File: src/rtl/mips_pkg.sv
// Shared MIPS32 pipeline constants, state encoding and helpers.
// Used by the hazard sequencer and its performance counters.
package mips_pkg;

    localparam logic [5:0] OP_BEQ = 6'h04;
    localparam logic [5:0] OP_LW  = 6'h23;
    localparam logic [5:0] OP_J   = 6'h02;

    localparam int OP_MSB = 31;
    localparam int OP_LSB = 26;
    localparam int RS_MSB = 25;
    localparam int RS_LSB = 21;
    localparam int RT_MSB = 20;
    localparam int RT_LSB = 16;
    localparam int RD_MSB = 15;
    localparam int RD_LSB = 11;

    typedef enum logic [1:0] {
        RUN   = 2'd0,
        STALL = 2'd1,
        FLUSH = 2'd2
    } hz_state_t;

    // Register 0 is hardwired, so a write to it never creates a dependency.
    function automatic logic src_match(
        input logic [4:0] dest,
        input logic [4:0] rs,
        input logic [4:0] rt,
        input logic       rt_src
    );
        return (dest != 5'd0) &&
               ((dest == rs) || (rt_src && (dest == rt)));
    endfunction

endpackage

File: src/rtl/hazard_sequencer_sat_counter.sv
// Saturating up-counter for stall/flush performance statistics.
// Holds at all-ones instead of wrapping.
module sat_counter #(
    parameter int W = 16
) (
    input  logic         clk,
    input  logic         reset,
    input  logic         en,
    output logic [W-1:0] count
);

    // Count enabled cycles, sticking at the maximum value.
    always_ff @(posedge clk or posedge reset) begin
        if (reset) begin
            count <= '0;
        end else if (en && (count != '1)) begin
            count <= count + 1'b1;
        end
    end

endmodule

File: src/rtl/hazard_sequencer.sv
// Decode-stage hazard controller: load-use and branch-operand stalls,
// wrong-path flush after a taken branch or jump, and activity counters.
module hazard_sequencer
    import mips_pkg::*;
#(
    parameter int         CNT_W      = 16,
    parameter logic [5:0] BEQ_OPCODE = OP_BEQ,
    parameter logic [5:0] LW_OPCODE  = OP_LW
) (
    input  logic             clk,
    input  logic             reset,
    input  logic [31:0]      id_instr,
    input  logic             branch_taken,
    input  logic             jump,
    input  logic             id_ex_reg_write,
    input  logic             id_ex_mem_read,
    input  logic [4:0]       id_ex_dest,
    input  logic             ex_mem_reg_write,
    input  logic [4:0]       ex_mem_dest,
    output logic             Data_Hazard,
    output logic             Control_Hazard,
    output logic             pc_write,
    output logic             if_id_write,
    output logic             pc_sel_branch,
    output logic             pc_sel_jump,
    output logic [CNT_W-1:0] stall_cycles,
    output logic [CNT_W-1:0] flush_count
);

    hz_state_t  state;
    logic [1:0] cnt;
    logic [1:0] need;
    logic [5:0] opcode;
    logic [4:0] rs;
    logic [4:0] rt;
    logic       is_branch;
    logic       rt_src;
    logic       ex_hit;
    logic       mem_hit;
    logic       go_flush;
    logic       unused_bits;

    assign opcode      = id_instr[OP_MSB:OP_LSB];
    assign rs          = id_instr[RS_MSB:RS_LSB];
    assign rt          = id_instr[RT_MSB:RT_LSB];
    assign is_branch   = (opcode == BEQ_OPCODE);
    assign rt_src      = (opcode != LW_OPCODE);
    assign ex_hit      = src_match(id_ex_dest, rs, rt, rt_src);
    assign mem_hit     = src_match(ex_mem_dest, rs, rt, rt_src);
    assign unused_bits = ^id_instr[RD_MSB:0];

    // Stall need: worst of the branch-operand and load-use terms, RUN only.
    // WB producers are covered by the write-through register file.
    always_comb begin
        need = 2'd0;
        if (state == RUN) begin
            if (is_branch && id_ex_reg_write && ex_hit) begin
                need = 2'd2;
            end else if ((is_branch && ex_mem_reg_write && mem_hit) ||
                         (id_ex_mem_read && ex_hit)) begin
                need = 2'd1;
            end
        end
    end

    // A redirect is only honoured once no stall is pending.
    assign go_flush = (state == RUN) && (need == 2'd0) &&
                      (branch_taken || jump);

    // Same-cycle stall and redirect controls from state and inputs.
    always_comb begin
        Data_Hazard   = 1'b1;
        pc_write      = 1'b1;
        if_id_write   = 1'b1;
        pc_sel_branch = 1'b0;
        pc_sel_jump   = 1'b0;
        unique case (state)
            RUN: begin
                if (need != 2'd0) begin
                    Data_Hazard = 1'b0;
                    pc_write    = 1'b0;
                    if_id_write = 1'b0;
                end else begin
                    pc_sel_branch = branch_taken;
                    pc_sel_jump   = jump;
                end
            end
            STALL: begin
                Data_Hazard = 1'b0;
                pc_write    = 1'b0;
                if_id_write = 1'b0;
            end
            default: ;
        endcase
    end

    // Sequencer: multi-cycle stalls and the one-cycle wrong-path squash.
    always_ff @(posedge clk or posedge reset) begin
        if (reset) begin
            state          <= RUN;
            cnt            <= 2'd0;
            Control_Hazard <= 1'b0;
        end else begin
            Control_Hazard <= go_flush;
            unique case (state)
                RUN: begin
                    if (need == 2'd2) begin
                        state <= STALL;
                        cnt   <= 2'd1;
                    end else if (go_flush) begin
                        state <= FLUSH;
                    end
                end
                STALL: begin
                    if (cnt <= 2'd1) begin
                        cnt   <= 2'd0;
                        state <= RUN;
                    end else begin
                        cnt <= cnt - 2'd1;
                    end
                end
                FLUSH: state <= RUN;
                default: state <= RUN;
            endcase
        end
    end

    sat_counter #(.W(CNT_W)) u_stall_cnt (
        .clk   (clk),
        .reset (reset),
        .en    (~Data_Hazard),
        .count (stall_cycles)
    );

    sat_counter #(.W(CNT_W)) u_flush_cnt (
        .clk   (clk),
        .reset (reset),
        .en    (go_flush),
        .count (flush_count)
    );

endmodule
File: config.mk
export PLATFORM = sky130hd
export DESIGN_NAME = hazard_sequencer
export DESIGN_NICKNAME = d
export VERILOG_FILES = /design/src/rtl/mips_pkg.sv /design/src/rtl/hazard_sequencer_sat_counter.sv /design/src/rtl/hazard_sequencer.sv
export SDC_FILE = /design/constraint.sdc
export NUM_CORES = 1
export LEC_CHECK = 0
export ABC_AREA = 0
export BUFFER_PORTS_ARGS = -buffer_cell sky130_fd_sc_hd__buf_2
export CORE_ASPECT_RATIO = 1.25
export CORE_MARGIN = 2
export CORE_UTILIZATION = 25
export CTS_CLUSTER_SIZE = 24
export DETAILED_ROUTE_END_ITERATION = 10
export SYNTH_ARGS = -nofsm -noshare
export SYNTH_HDL_FRONTEND = slang
export SYNTH_HIERARCHICAL = 1
export SYNTH_SLANG_ARGS = --single-unit
File: constraint.sdc
create_clock -name clk -period 3.7 [get_ports clk]
set_clock_uncertainty 0.1 [all_clocks]
set_input_delay 0.185 -clock clk [delete_from_list [all_inputs] [get_ports clk]]
set_output_delay 0.185 -clock clk [all_outputs]
set_load 0.05 [all_outputs]
==> run_results.csv <==
group,metric,value,unit
status,outcome,"complete, no violations",
floorplan,rows,38,
worst_hold_path,hold_depth,3,
timing,hold_viol_final,0,
yosys,synth_xor_area_share,16.4,%
placed_design,dp_cells,399,
layout,area_delta_synth_final,27.3,%
drt,ant_nets,0,
power_and_ir_drop,ir_drop,0.000220,V
yosys,synth.distinct_cells,44,
power_and_ir_drop,intPower,814,uW
clocking,cts_setup_buffers,0,
yosys,netlist_top_cells_area,"dfrtp_1 41%, xnor2_1 12%, xor2_1 4.3%, nand3_1 3.6%, nand4_1 3.4%",
floorplan,dieArea,0.00974,mm2
drt,dr_total_vias,1865,
timing,fin_hold_ws,208,ps
yosys,synthesis.nets,262,
yosys,synth_top_cell_area_share,41.3,%
power_and_ir_drop,p_seq_share,39.7,%
yosys,synthSimpleGateAreaFrac,30.3,%
clocking,cts_sinks,37,
timing,fin_crit,2460,ps
yosys,synth_top_family_by_area,"simple AND/OR/NAND/NOR gates",
global_routing,grt_overflow,0,
placed_design,gp_congestion,0.849,
layout,stdcell_count,408,
yosys,avgSynthCellArea,10.6,um2
timing,rsz0062_at_grt,"false",
timing,timing.fmax,407,MHz
drt,vias_per_cell,4.57,
timing,finalSetupViolations,0,
worst_setup_path,r2r-start,"state[1]$_DFFE_PP0P_",
clocking,clock_latency,290,ps
drt,dr.pass1.iters,4,
yosys,synth.area.mux_share,2.90,%
yosys,synth_fa_ha_area_share,1.12,%
placed_design,portBuffers,70,
clocking,clk_pin_slew,80,ps
clocking,htreeDepth,2,
clocking,clk_path_buf_depth,2,
drt,drc,0,
worst_hold_path,hold_end,"state[1]$_DFFE_PP0P_",
clocking,ctsHoldBuffers,1,
yosys,ys_seq_area_share,41.3,%
power_and_ir_drop,power_density,479,mW/mm2
drt,drt_iter0_markers,33,
power_and_ir_drop,p_clk_share,26.9,%
layout,antenna-diode-count,0,
yosys,netlist_area,0.00224,mm2
worst_hold_path,hold_path_class,"primary input to flop",
power_and_ir_drop,power.leakage,1.34,nW
floorplan,die_w,88.7,um
power_and_ir_drop,comb_power_share,33.4,%
worst_setup_path,critPathKind,"primary input to flop",
timing,slew_viol_final,0,
power_and_ir_drop,p_sw,552,uW
layout,ff_latch_area,926,um2
drt,drt-total-wl,5220,um
power_and_ir_drop,swShare,40.4,%
floorplan,ioPinCount,87,
placed_design,dp_hpwl,4160,um
layout,fillers,898,
global_routing,antenna_found_initial,0,
yosys,ys_warn_count,6,
floorplan,core-area,0.00870,mm2
worst_setup_path,r2r_end,"u_flush_cnt/count[14]$_DFFE_PP0P_",
floorplan,die_h,110,um
worst_setup_path,critPathCaptureType,"flop",
clocking,cts.repair.resized,0,
worst_setup_path,critical_path_peak_fanout,6,
yosys,synth-compound-area-share,6.14,%
timing,tightest_slew,652,ps
clocking,cts_tree,"done",
layout,final_layout_size_suffix_gt1_share,36.5,%
worst_setup_path,crit_arrival,2530,ps
layout,finalNetCount,338,
drt,avgRoutedWirePerCell,12.8,um
timing,tns,0,ps
worst_setup_path,worstPathRequired,3780,ps
floorplan,start_util,25.8,%
global_routing,gr-usage-all-layers,11.6,%
layout,multiInputGateArea,0.00127,mm2
worst_hold_path,hp-start,"branch_taken",
yosys,ys_ff_latch,37,
timing,relSlewSlack,56.5,%
yosys,synthCells,211,
timing,final.period_utilization,66.4,%
global_routing,grt_pass1_wl,8770,um
worst_setup_path,start_kind,"primary input",
flow_run,max-cap-violations,0,
worst_setup_path,reg2reg_depth,8,
global_routing,grt_pass1_vias,1899,
worst_setup_path,r2r_slack,1310,ps
clocking,cts-root-buf,"clkbuf_8",
yosys,yosysTopAreaCell,"dfrtp_1",
global_routing,grt_max_degree,17,
clocking,cts_made_buffers,5,
==> flip-flops by register name, indices dropped and copies added, names as in the netlist <==
name and count:
u_flush_cnt/count 16, state 2, cnt 2, Control_Hazard 1
u_stall_cnt/count 16
==> how the worst max path moves through the flow <==
stage                               startpoint                                end  slack, ps  cells after the start
after global placement          ex_mem_dest[0]  u_flush_cnt/count[14]$_DFFE_PP0P_        950                     10
after global routing      state[1]$_DFFE_PP0P_  u_flush_cnt/count[14]$_DFFE_PP0P_       1030                      8
after floorplan                  id_ex_dest[1]                        if_id_write        740                      6
after detailed placement        ex_mem_dest[3]  u_stall_cnt/count[14]$_DFFE_PP0P_        930                     10
after CTS                       ex_mem_dest[3]  u_stall_cnt/count[14]$_DFFE_PP0P_       1250                     10
final                           ex_mem_dest[3]  u_stall_cnt/count[14]$_DFFE_PP0P_       1240                     10
==> metrics by stage <==
| step | cell area (um2) | setup WS (ps) | utilization, % | total power, mW |
|---|---|---|---|---|
| CTS | 2850 | 1250 | 32.8 | 1.38 |
| global placement | 2720 | 954 | 31.3 | 0.997 |
| global route | 2850 | 1030 | 32.8 | 1.45 |
| floorplan | 2240 | 743 | - | 0.875 |
| finish | 2850 | 1240 | 32.8 | 1.37 |
| detailed placement | 2720 | 933 | 31.3 | 1.01 |
==> placed cells by master, fill, tap and decap left out, types with 2 or more instances in the layout <==
cell type and count:
a21oi_1 6, and2_1 2, and3_1 8, and3_2 2
and4_1 6, and4_2 3, buf_2 70, clkbuf_8 6
dfrtp_1 37, ha_1 2, inv_1 4, mux2_2 4
mux2i_1 2, nand2_1 17, nand2_2 2, nand2b_1 2
nand3_1 16, nand4_1 12, nand4_2 2, nand4_4 2
nor2_1 7, nor3_1 5, nor4_1 2, nor4_2 2
nor4_4 2, o21a_1 2, o21ai_1 2, xnor2_1 31
xor2_1 11
==> critical path, cell delays in order <==
cell and delay, ps:
buf_2 120, xor2_1 160, nor3_1 210, nand4_1 170
a211oi_4 380, o31a_1 330, and4_1 320, nand3_1 160
nor2_1 160, mux2_2 340
==> final cells by class <==
| type | count | share of cell area [%] |
|---|---|---|
| Tap cell | 120 | 5.26 |
| Timing Repair Buffer | 72 | 12.9 |
| Sequential cell | 37 | 32.5 |
| Clock buffer | 6 | 2.89 |
| Multi-Input combinational cell | 167 | 44.6 |
| Clock inverter | 2 | 1.32 |
| Inverter | 4 | 0.526 |
==> cells in the mapped netlist <==
cell	instances
mux2i_1	2
a21oi_1	6
nand4_1	12
nand2b_1	2
a31oi_1	1
nand4_2	2
nor2_2	1
o31ai_1	1
nor4b_4	1
a211oi_4	1
o21a_4	1
nand4_4	2
xnor2_1	31
nor2_4	1
inv_1	4
nor4_2	2
and3_2	2
buf_6	1
or4_1	1
nand2_2	2
nand3_1	16
nor3_1	5
and2_1	2
and4_2	3
and3_1	8
or4_4	1
nor4b_1	1
o21a_1	2
o21ai_1	2
o31a_1	1
mux2_2	4
buf_4	2
xor2_1	11
and4_1	6
nor4_4	2
ha_1	2
nor2_1	7
dfrtp_1	37
o21ai_2	1
nor4_1	2
o221a_1	1
nor2b_1	1
o21ai_0	1
nand2_1	17
==> power groups by stage <==
| stage | combinational [mW] | sequential (mW) | clock (mW) |
|---|---|---|---|
| after global placement | 0.450 | 0.547 | 0 |
| final | 0.456 | 0.543 | 0.368 |
| after detailed placement | 0.460 | 0.549 | 0 |
| after floorplan | 0.153 | 0.722 | 0 |
| after CTS | 0.461 | 0.541 | 0.382 |
| after global routing | 0.495 | 0.556 | 0.399 |
==> cells by family after synthesis <==
group / Yosys count
multiplexers: 6
AO/OA/AOI/OAI: 18
buffers and inverters: 7
flip-flops: 37
XOR/XNOR: 42
AND/OR/NAND/NOR: 99
adder cells (fa/ha/maj): 2
==> routing by layer <==
metal,vias to the layer above,routed length [um],track usage [%]
li1,920,-,-
met1,897,2190,13.3
met2,37,2700,20.5
met3,11,197,2.55
met4,0,132,4.65
met5,-,0,0
(Power assumes the default switching activity.)
